`src/rtl/cva6_cfg_readback_pkg.sv`:
```
// Types, word map and helpers for the read-only config readback block.
// Shared by cva6_cfg_readback and its signature CRC engine.
package cva6_cfg_readback_pkg;

  typedef struct packed {
    int unsigned XLEN, VLEN, PLEN, GPLEN;
    logic RVA, RVB, RVC, RVD, RVF, RVH, RVS, RVU, RVV, RVZCB, RVZCMP;
    logic RVZiCond, RVZicntr, RVZihpm, XF16, XF16ALT, XF8, XFVec;
    logic CvxifEn, DebugEn, MmuPresent, SuperscalarEn;
    int unsigned NrCommitPorts, NrIssuePorts, NrWbPorts, NrRgprPorts, NR_SB_ENTRIES, FLen;
    int unsigned ICACHE_SET_ASSOC, ICACHE_INDEX_WIDTH, ICACHE_LINE_WIDTH;
    int unsigned DCACHE_SET_ASSOC, DCACHE_INDEX_WIDTH, DCACHE_LINE_WIDTH, DCacheType;
    int unsigned InstrTlbEntries, DataTlbEntries, SharedTlbDepth, PtLevels;
    logic [63:0] HaltAddress, ExceptionAddress, DmBaseAddress;
    int unsigned NrPMPEntries, RASDepth, BTBEntries, BHTEntries;
  } cva6_cfg_t;

  localparam cva6_cfg_t cva6_cfg_empty = '0;

  typedef enum logic {ST_SIG, ST_READY} rb_state_e;

  localparam logic [3:0] WORD_WIDTHS   = 4'd0;
  localparam logic [3:0] WORD_ISA      = 4'd1;
  localparam logic [3:0] WORD_PORTS    = 4'd2;
  localparam logic [3:0] WORD_ICACHE   = 4'd3;
  localparam logic [3:0] WORD_DCACHE   = 4'd4;
  localparam logic [3:0] WORD_MMU      = 4'd5;
  localparam logic [3:0] WORD_HALT_LO  = 4'd6;
  localparam logic [3:0] WORD_HALT_HI  = 4'd7;
  localparam logic [3:0] WORD_EXC_LO   = 4'd8;
  localparam logic [3:0] WORD_EXC_HI   = 4'd9;
  localparam logic [3:0] WORD_DM_LO    = 4'd10;
  localparam logic [3:0] WORD_DM_HI    = 4'd11;
  localparam logic [3:0] WORD_BPRED    = 4'd12;
  localparam logic [3:0] WORD_WALK_END = 4'd14;
  localparam logic [3:0] WORD_SIG      = 4'd15;

  localparam int ISA_RVA = 0,  ISA_RVB = 1,  ISA_RVC = 2,  ISA_RVD = 3,  ISA_RVF = 4;
  localparam int ISA_RVH = 5,  ISA_RVS = 6,  ISA_RVU = 7,  ISA_RVV = 8,  ISA_RVZCB = 9;
  localparam int ISA_RVZCMP = 10, ISA_RVZICOND = 11, ISA_RVZICNTR = 12, ISA_RVZIHPM = 13;
  localparam int ISA_XF16 = 14, ISA_XF16ALT = 15, ISA_XF8 = 16, ISA_XFVEC = 17;
  localparam int ISA_CVXIF = 18, ISA_DEBUG = 19, ISA_MMU = 20, ISA_SUPERSCALAR = 21;

  localparam logic [31:0] CRC32_POLY = 32'h04C1_1DB7;
  localparam logic [31:0] CRC32_INIT = 32'hFFFF_FFFF;
  localparam logic [31:0] CRC32_XOR  = 32'hFFFF_FFFF;

  // Values too wide for their field read back as all-ones rather than wrapping.
  function automatic logic [3:0] sat4(input int unsigned v);
    return (v > 32'd15) ? 4'hF : v[3:0];
  endfunction

  function automatic logic [7:0] sat8(input int unsigned v);
    return (v > 32'd255) ? 8'hFF : v[7:0];
  endfunction

  function automatic logic [11:0] sat12(input int unsigned v);
    return (v > 32'd4095) ? 12'hFFF : v[11:0];
  endfunction

  function automatic logic [15:0] sat16(input int unsigned v);
    return (v > 32'd65535) ? 16'hFFFF : v[15:0];
  endfunction

  function automatic logic [31:0] pack_cfg_word(input cva6_cfg_t cfg, input logic [3:0] idx);
    logic [31:0] w;
    w = '0;
    case (idx)
      WORD_WIDTHS: w = {sat8(cfg.GPLEN), sat8(cfg.PLEN), sat8(cfg.VLEN), sat8(cfg.XLEN)};
      WORD_ISA: begin
        w[ISA_RVA] = cfg.RVA;   w[ISA_RVB] = cfg.RVB;   w[ISA_RVC] = cfg.RVC;
        w[ISA_RVD] = cfg.RVD;   w[ISA_RVF] = cfg.RVF;   w[ISA_RVH] = cfg.RVH;
        w[ISA_RVS] = cfg.RVS;   w[ISA_RVU] = cfg.RVU;   w[ISA_RVV] = cfg.RVV;
        w[ISA_RVZCB] = cfg.RVZCB;         w[ISA_RVZCMP] = cfg.RVZCMP;
        w[ISA_RVZICOND] = cfg.RVZiCond;   w[ISA_RVZICNTR] = cfg.RVZicntr;
        w[ISA_RVZIHPM] = cfg.RVZihpm;     w[ISA_XF16] = cfg.XF16;
        w[ISA_XF16ALT] = cfg.XF16ALT;     w[ISA_XF8] = cfg.XF8;
        w[ISA_XFVEC] = cfg.XFVec;         w[ISA_CVXIF] = cfg.CvxifEn;
        w[ISA_DEBUG] = cfg.DebugEn;       w[ISA_MMU] = cfg.MmuPresent;
        w[ISA_SUPERSCALAR] = cfg.SuperscalarEn;
      end
      WORD_PORTS: w = {sat8(cfg.FLen), sat8(cfg.NR_SB_ENTRIES), sat4(cfg.NrRgprPorts),
                       sat4(cfg.NrWbPorts), sat4(cfg.NrIssuePorts), sat4(cfg.NrCommitPorts)};
      WORD_ICACHE: w = {sat16(cfg.ICACHE_LINE_WIDTH), sat8(cfg.ICACHE_INDEX_WIDTH),
                        sat8(cfg.ICACHE_SET_ASSOC)};
      WORD_DCACHE: w = {sat4(cfg.DCacheType), sat12(cfg.DCACHE_LINE_WIDTH),
                        sat8(cfg.DCACHE_INDEX_WIDTH), sat8(cfg.DCACHE_SET_ASSOC)};
      WORD_MMU: w = {sat8(cfg.PtLevels), sat8(cfg.SharedTlbDepth), sat8(cfg.DataTlbEntries),
                     sat8(cfg.InstrTlbEntries)};
      WORD_HALT_LO: w = cfg.HaltAddress[31:0];
      WORD_HALT_HI: w = cfg.HaltAddress[63:32];
      WORD_EXC_LO:  w = cfg.ExceptionAddress[31:0];
      WORD_EXC_HI:  w = cfg.ExceptionAddress[63:32];
      WORD_DM_LO:   w = cfg.DmBaseAddress[31:0];
      WORD_DM_HI:   w = cfg.DmBaseAddress[63:32];
      WORD_BPRED: w = {sat8(cfg.BHTEntries), sat8(cfg.BTBEntries), sat8(cfg.RASDepth),
                       sat8(cfg.NrPMPEntries)};
      default: w = '0;
    endcase
    return w;
  endfunction

  // Whole word folded in MSB-first, equivalent to feeding its bits one at a time.
  function automatic logic [31:0] crc32_word(input logic [31:0] crc, input logic [31:0] word);
    logic [31:0] c;
    c = crc ^ word;
    for (int i = 0; i < 32; i++) begin
      c = c[31] ? ((c << 1) ^ CRC32_POLY) : (c << 1);
    end
    return c;
  endfunction

endpackage

```
`src/rtl/cva6_cfg_sig_crc32.sv`:
```
// CRC-32 accumulator: folds one 32-bit word per enabled cycle into a running state.
module cva6_cfg_sig_crc32
  import cva6_cfg_readback_pkg::*;
(
  input  logic        clk_i,
  input  logic        rst_ni,
  input  logic        step_i,
  input  logic [31:0] word_i,
  output logic [31:0] crc_o
);

  always_ff @(posedge clk_i or negedge rst_ni) begin
    if (!rst_ni) begin
      crc_o <= CRC32_INIT;
    end else if (step_i) begin
      crc_o <= crc32_word(crc_o, word_i);
    end
  end

endmodule

```
`src/rtl/cva6_cfg_readback.sv`:
```
// Read-only responder exposing the elaborated core config as indexed 32-bit words.
// Define CVA6_CFG_READBACK_SIGNATURE_EN to add the power-on CRC-32 signature walk (word 15).
module cva6_cfg_readback
  import cva6_cfg_readback_pkg::*;
#(
  parameter cva6_cfg_t   CVA6Cfg  = cva6_cfg_empty,
  parameter int unsigned IdxWidth = 8
) (
  input  logic                clk_i,
  input  logic                rst_ni,
  input  logic                req_valid_i,
  output logic                req_ready_o,
  input  logic [IdxWidth-1:0] req_idx_i,
  output logic                rsp_valid_o,
  input  logic                rsp_ready_i,
  output logic [31:0]         rsp_rdata_o,
  output logic                rsp_err_o,
  output logic                busy_o
);

`ifdef CVA6_CFG_READBACK_SIGNATURE_EN
  localparam bit SigEn = 1'b1;
`else
  localparam bit SigEn = 1'b0;
`endif

  rb_state_e   state;
  logic [3:0]  walk_idx;
  logic [31:0] walk_word;
  logic [31:0] crc_state;
  logic [31:0] signature;
  logic        idx_in_range;
  logic [31:0] rd_word;

  // Walks words 0..14 once after reset; READY is terminal until the next reset.
  always_ff @(posedge clk_i or negedge rst_ni) begin
    if (!rst_ni) begin
      state    <= SigEn ? ST_SIG : ST_READY;
      walk_idx <= '0;
    end else if (state == ST_SIG) begin
      walk_idx <= walk_idx + 4'd1;
      if (walk_idx == WORD_WALK_END) begin
        state <= ST_READY;
      end
    end
  end

  assign walk_word = pack_cfg_word(CVA6Cfg, walk_idx);
  assign busy_o    = SigEn && (state == ST_SIG);

  cva6_cfg_sig_crc32 u_sig_crc32 (
    .clk_i  (clk_i),
    .rst_ni (rst_ni),
    .step_i (busy_o),
    .word_i (walk_word),
    .crc_o  (crc_state)
  );

  assign signature = SigEn ? (crc_state ^ CRC32_XOR) : 32'd0;

  // Handshakes: a transfer happens on a rising edge where valid and ready are both high.
  // rsp_valid_o, once raised, holds with stable rdata/err until rsp_ready_i; a response
  // being consumed frees the single slot for a new request in that same cycle.
  assign req_ready_o = (state == ST_READY) && (!rsp_valid_o || rsp_ready_i);

  assign idx_in_range = (32'(req_idx_i) < 32'd16);
  assign rd_word = !idx_in_range            ? 32'd0 :
                   (req_idx_i[3:0] == WORD_SIG) ? signature :
                   pack_cfg_word(CVA6Cfg, req_idx_i[3:0]);

  always_ff @(posedge clk_i or negedge rst_ni) begin
    if (!rst_ni) begin
      rsp_valid_o <= 1'b0;
      rsp_rdata_o <= '0;
      rsp_err_o   <= 1'b0;
    end else if (req_valid_i && req_ready_o) begin
      rsp_valid_o <= 1'b1;
      rsp_rdata_o <= rd_word;
      rsp_err_o   <= !idx_in_range;
    end else if (rsp_ready_i) begin
      rsp_valid_o <= 1'b0;
    end
  end

endmodule

```
`config.mk`:
```
export PLATFORM = sky130hd
export DESIGN_NAME = cva6_cfg_readback
export DESIGN_NICKNAME = d
export VERILOG_FILES = /design/src/rtl/cva6_cfg_readback_pkg.sv /design/src/rtl/cva6_cfg_sig_crc32.sv /design/src/rtl/cva6_cfg_readback.sv
export SDC_FILE = /design/constraint.sdc
export NUM_CORES = 1
export LEC_CHECK = 0
export BUFFER_PORTS_ARGS = -buffer_cell sky130_fd_sc_hd__buf_2
export CORE_UTILIZATION = 39
export CTS_BUF_LIST = sky130_fd_sc_hd__clkbuf_16
export CTS_CLUSTER_DIAMETER = 80
export DETAILED_ROUTE_END_ITERATION = 8
export MAX_ROUTING_LAYER = met4
export PLACE_DENSITY = 0.82
export SYNTH_ARGS = -nofsm -noshare
export SYNTH_HDL_FRONTEND = slang
export SYNTH_HIERARCHICAL = 1
export SYNTH_SLANG_ARGS = --single-unit
```
`constraint.sdc`:
```
create_clock -name clk_i -period 1.85 [get_ports clk_i]
set_input_delay 0 -clock clk_i [delete_from_list [all_inputs] [get_ports clk_i]]
set_output_delay 0 -clock clk_i [all_outputs]
set_load 0.1 [all_outputs]
```
### After elaboration in Yosys (flattened, before gate mapping)

Index checks and enable logic that the tools add are counted.

| cells by class | value |
|---|---|
| $add $sub $neg | 1 |
| muxes and demuxes | 4 |
| equality and inequality tests | 1 |
| $lt $le $gt $ge | 1 |
| reductions and logical operators | 6 |

Operator list:

| cell | number |
|---|---|
| $lt 8x5->1 const B | 1 |
| $add 4x1->4 const B | 1 |
| $eq 4x4->1 const B | 1 |
| $mux 1 | 4 |
| $logic_and 1x1->1 | 2 |
| $logic_not 1->1 | 2 |
| $reduce_bool 2->1 | 1 |
| $logic_or 1x1->1 | 1 |

| storage, ports and cells | value |
|---|---|
| output and inout port bits | 36 |
| bits of input ports | 12 |
| flip-flop bits (word level) | 7 |
| logic and storage cells | 17 |

### Longest topological paths before layout

| depth | value |
|---|---|
| depth in word-level cells | 5 |
| depth in mapped cells | 3 |
| depth with buffers taken out | 3 |

### Least setup slack after synthesis

Ideal clock, no wire load.

| path | value |
|---|---|
| path kind | register to output |
| start point | register rsp_valid_o |
| end point | output port req_ready_o |
| arrival | 1740 ps |
| data required time | 1850 ps |
| slack | 110 ps |
| cell stages (with the launch flop) | 3 |
| buffers on the path | 0 |
| path through | dfrtp_1 nand2b_1 and2_1 |

| on the way | value |
|---|---|
| cells in the longest elaborated chain, start to end | 3 |

Ends and longest elaborated chain:

| item | RTL line | source |
|---|---|---|
| start, declared | cva6_cfg_readback.sv:14 | `output logic rsp_valid_o,` |
| start signal, assigned | cva6_cfg_readback.sv:73 | `rsp_valid_o <= 1'b0;` |
| start signal, assigned | cva6_cfg_readback.sv:77 | `rsp_valid_o <= 1'b1;` |
| start signal, assigned | cva6_cfg_readback.sv:81 | `rsp_valid_o <= 1'b0;` |
| $logic_not 1->1 | cva6_cfg_readback.sv:64 | `assign req_ready_o = (state == ST_READY) && (!rsp_valid_o \|\| rsp_ready_i);` |
| $logic_or 1x1->1 | cva6_cfg_readback.sv:64 |  |
| $logic_and 1x1->1 | cva6_cfg_readback.sv:64 |  |
| end, declared | cva6_cfg_readback.sv:12 | `output logic req_ready_o,` |

No other way between the ends.

### Worst setup path after layout

| path | value |
|---|---|
| start point | register state |
| end point | output port req_ready_o |

| on the way | value |
|---|---|
| cells in the longest elaborated chain, start to end | 1 |

Ends and longest elaborated chain:

| item | RTL line | source |
|---|---|---|
| start, declared | cva6_cfg_readback.sv:27 | `rb_state_e state;` |
| start signal, assigned | cva6_cfg_readback.sv:38 | `state <= SigEn ? ST_SIG : ST_READY;` |
| $logic_and 1x1->1 | cva6_cfg_readback.sv:64 |  |

No other way between the ends.

==> reports/metrics.csv <==
stage;metric;value;unit
floorplan;die height;39.9;um
placement;DPL Wire Length;573;um
sta;RSZ-0062 raised after global routing;false;
detailed_routing;detailed-router iteration count before antenna repair;2;
clocking;Max Root-Sink Buffers;2;
sta;fmax;730;MHz
floorplan;total core area;1320;um2
clocking;clock root cell;clkbuf_16;
synth;Mean Syn Cell Area;9.48;um2
clocking;clk sinks;7;
setup_path;CP max FO;8;
final_layout;Area growth, synth to finish;4.70;%
synth;post-synthesis cell type count;17;
grt;gr usage total;0.108;
clocking;clock latency on the worst-skew pair;230;ps
floorplan;Boundary Pins;48;
clocking;H-Tree Depth;1;
synth;Seq/Total Area, Yosys;0.315;
sta;max-slew violations;0;
power;Cell Pwr Density;1480;nW/um2
worst_hold_path;worst hold path class;in2reg;
job;MaxCap Viol Count;0;
detailed_routing;Initial DRC Count;5;
final_layout;FF+latch area;176;um2
sta;final setup TNS;0;ps
setup_path;CP endpoint kind;output pin;
synth;synthesized area;559;um2
detailed_routing;DRT Wirelength;700;um
grt;initial antenna violation count;0;
floorplan;Starting Density;0.425;
synth;register bit total from synthesis;7;
clocking;Worst-path clk slew;40;ps
placement;IO Port Bufs;10;
clocking;# Post-CTS Setup Buffers;0;
grt;largest net degree at the start of global routing;9;
grt;vias in the first global route;225;
detailed_routing;drt drc;0;
setup_path;critical path required time;1850;ps
worst_hold_path;Hold Path Cell Cnt;3;
synth;Mapped Cells;59;
detailed_routing;via/cell ratio;3.55;
placement;GPL Wtd Cong;0.668;
sta;final hold vios;0;
power;peak supply drop;0.000678;V
final_layout;commonest non-fill, non-tap cell in the layout;conb_1;
floorplan;die area;1590;um2
setup_path;Worst Reg-to-Reg Cells;2;
final_layout;cell area after layout;586;um2
detailed_routing;DRT antenna net count;0;
run_status;status;complete, no violations;
setup_path;CP Launch Type;flop;
final_layout;Multi-input gate area;248;um2
power;reported leakage power;0.316;nW
floorplan;die width;39.9;um
sta;setup violators final;0;
detailed_routing;routed len/inst;8.05;um
placement;Post-DP Area;497;um2
sta;Tmin final;1370;ps
grt;total global routing overflow;0;
clocking;CTS Buf Count;3;
sta;clk_skew;3.20;ps
grt;global-route wire length before repair;1010;um
clocking;CTS tree;built;
setup_path;CP arrival;1370;ps
floorplan;Rows;13;
detailed_routing;via count;309;
final_layout;Final Util;0.444;
setup_path;reg-to-reg slack, setup;730;ps
final_layout;fin nets;87;
final_layout;n_diodes;0;
setup_path;critical path class;reg2out;
sta;Tcrit/Tclk final;0.740;
final_layout;commonest cells after routing, fill and taps aside;conb_1, buf_2, dfrtp_1, xnor2_1, clkbuf_16;
final_layout;share of cells above drive strength 1;0.222;
final_layout;FILL cells;144;
synth;Yosys warning count;6;
through the flow:
step / hold slack, ps / setup slack [ps] / total power, W / instances
after floorplan: -296 / 110 / 0.000551 / 91
after global placement: -164 / 724 / 0.000511 / 82
after detailed placement: -161 / 718 / 0.000513 / 82
after CTS: 47.6 / 475 / 0.000876 / 87
after global routing: 68.3 / 425 / 0.000904 / 87
final: 42.6 / 481 / 0.000869 / 87
synthesized netlist by cell type:
| cell type | instances | share of area |
|---|---|---|
| dfrtp_1 | 6 | 0.27 |
| nand2_1 | 2 | 0.013 |
| nand2b_1 | 2 | 0.022 |
| ha_1 | 2 | 0.045 |
| nand3_1 | 1 | 0.0089 |
| clkbuf_1 | 1 | 0.0067 |
| nand4b_1 | 1 | 0.016 |
| or4_1 | 1 | 0.013 |
| xnor2_1 | 3 | 0.047 |
| buf_4 | 33 | 0.44 |
| mux2_2 | 1 | 0.020 |
| and2_1 | 1 | 0.011 |
| conb_1 | 1 | 0.0067 |
| inv_1 | 1 | 0.0067 |
| dfstp_2 | 1 | 0.047 |
| a31o_2 | 1 | 0.016 |
| o21ai_0 | 1 | 0.0089 |
per-layer routing:
layer | track usage | vias up | wire length, um
met5 | - | - | 0
met4 | 0.0517 | 0 | 7
met3 | 0.0682 | 2 | 50
met2 | 0.165 | 18 | 388
met1 | 0.107 | 145 | 254
li1 | - | 144 | -
state kept, by name, indices dropped and copies added (netlist names):
register and flops:
walk_idx 4, rsp_valid_o 1, state 1, rsp_err_o 1
area by class of cell:
class | count | area share
flip-flops and latches | 7 | 0.301
clock buffers | 3 | 0.128
multi-input cells | 49 | 0.423
well taps | 15 | 0.0321
clock inverters | 1 | 0.00641
repair buffers | 11 | 0.103
inverters | 1 | 0.00641
power breakdown:
part,total (W),leakage (nW),switching (W),internal (W)
clock network,0.000356,0.0423,0.0000755,0.000281
logic,0.000353,0.208,0.000339,0.0000141
registers,0.000159,0.0661,0.00000168,0.000158
critical path, cell delays in order, from the launching register on:
cell,delay (ps)
dfstp_2,590
and2_1,140
buf_2,410
final timing paths:
| kind | start | endpoint |
|---|---|---|
| setup / recovery | state | req_ready_o |
| hold / removal | req_valid_i | rsp_valid_o |
| setup reg to reg | state | rsp_err_o |
| hold reg to reg | walk_idx[3] | walk_idx[3] |
| max in group asynchronous | rst_ni | state |
| min in group asynchronous | rst_ni | walk_idx[1] |
cells by family (layout without fill, tap and decap cells):
logic type,after synthesis,after routing,synth area share
mux,1,1,0.0201
simple gates,8,8,0.0850
compound gates,2,2,0.0246
flops,7,7,0.315
buf+inv,35,16,0.456
fa+ha+maj,2,2,0.0447
xor+xnor,3,3,0.0470
other cells,1,33,0.00670
what timing repair did:
| action | in CTS | in global routing |
|---|---|---|
| hold buffers | 1 | 0 |
| gates resized for setup | 0 | 0 |
| hold endpoints to repair | 7 | 0 |
| endpoints found under the setup margin | 0 | 0 |
Note: power is estimated with default switching activity, not from simulation.
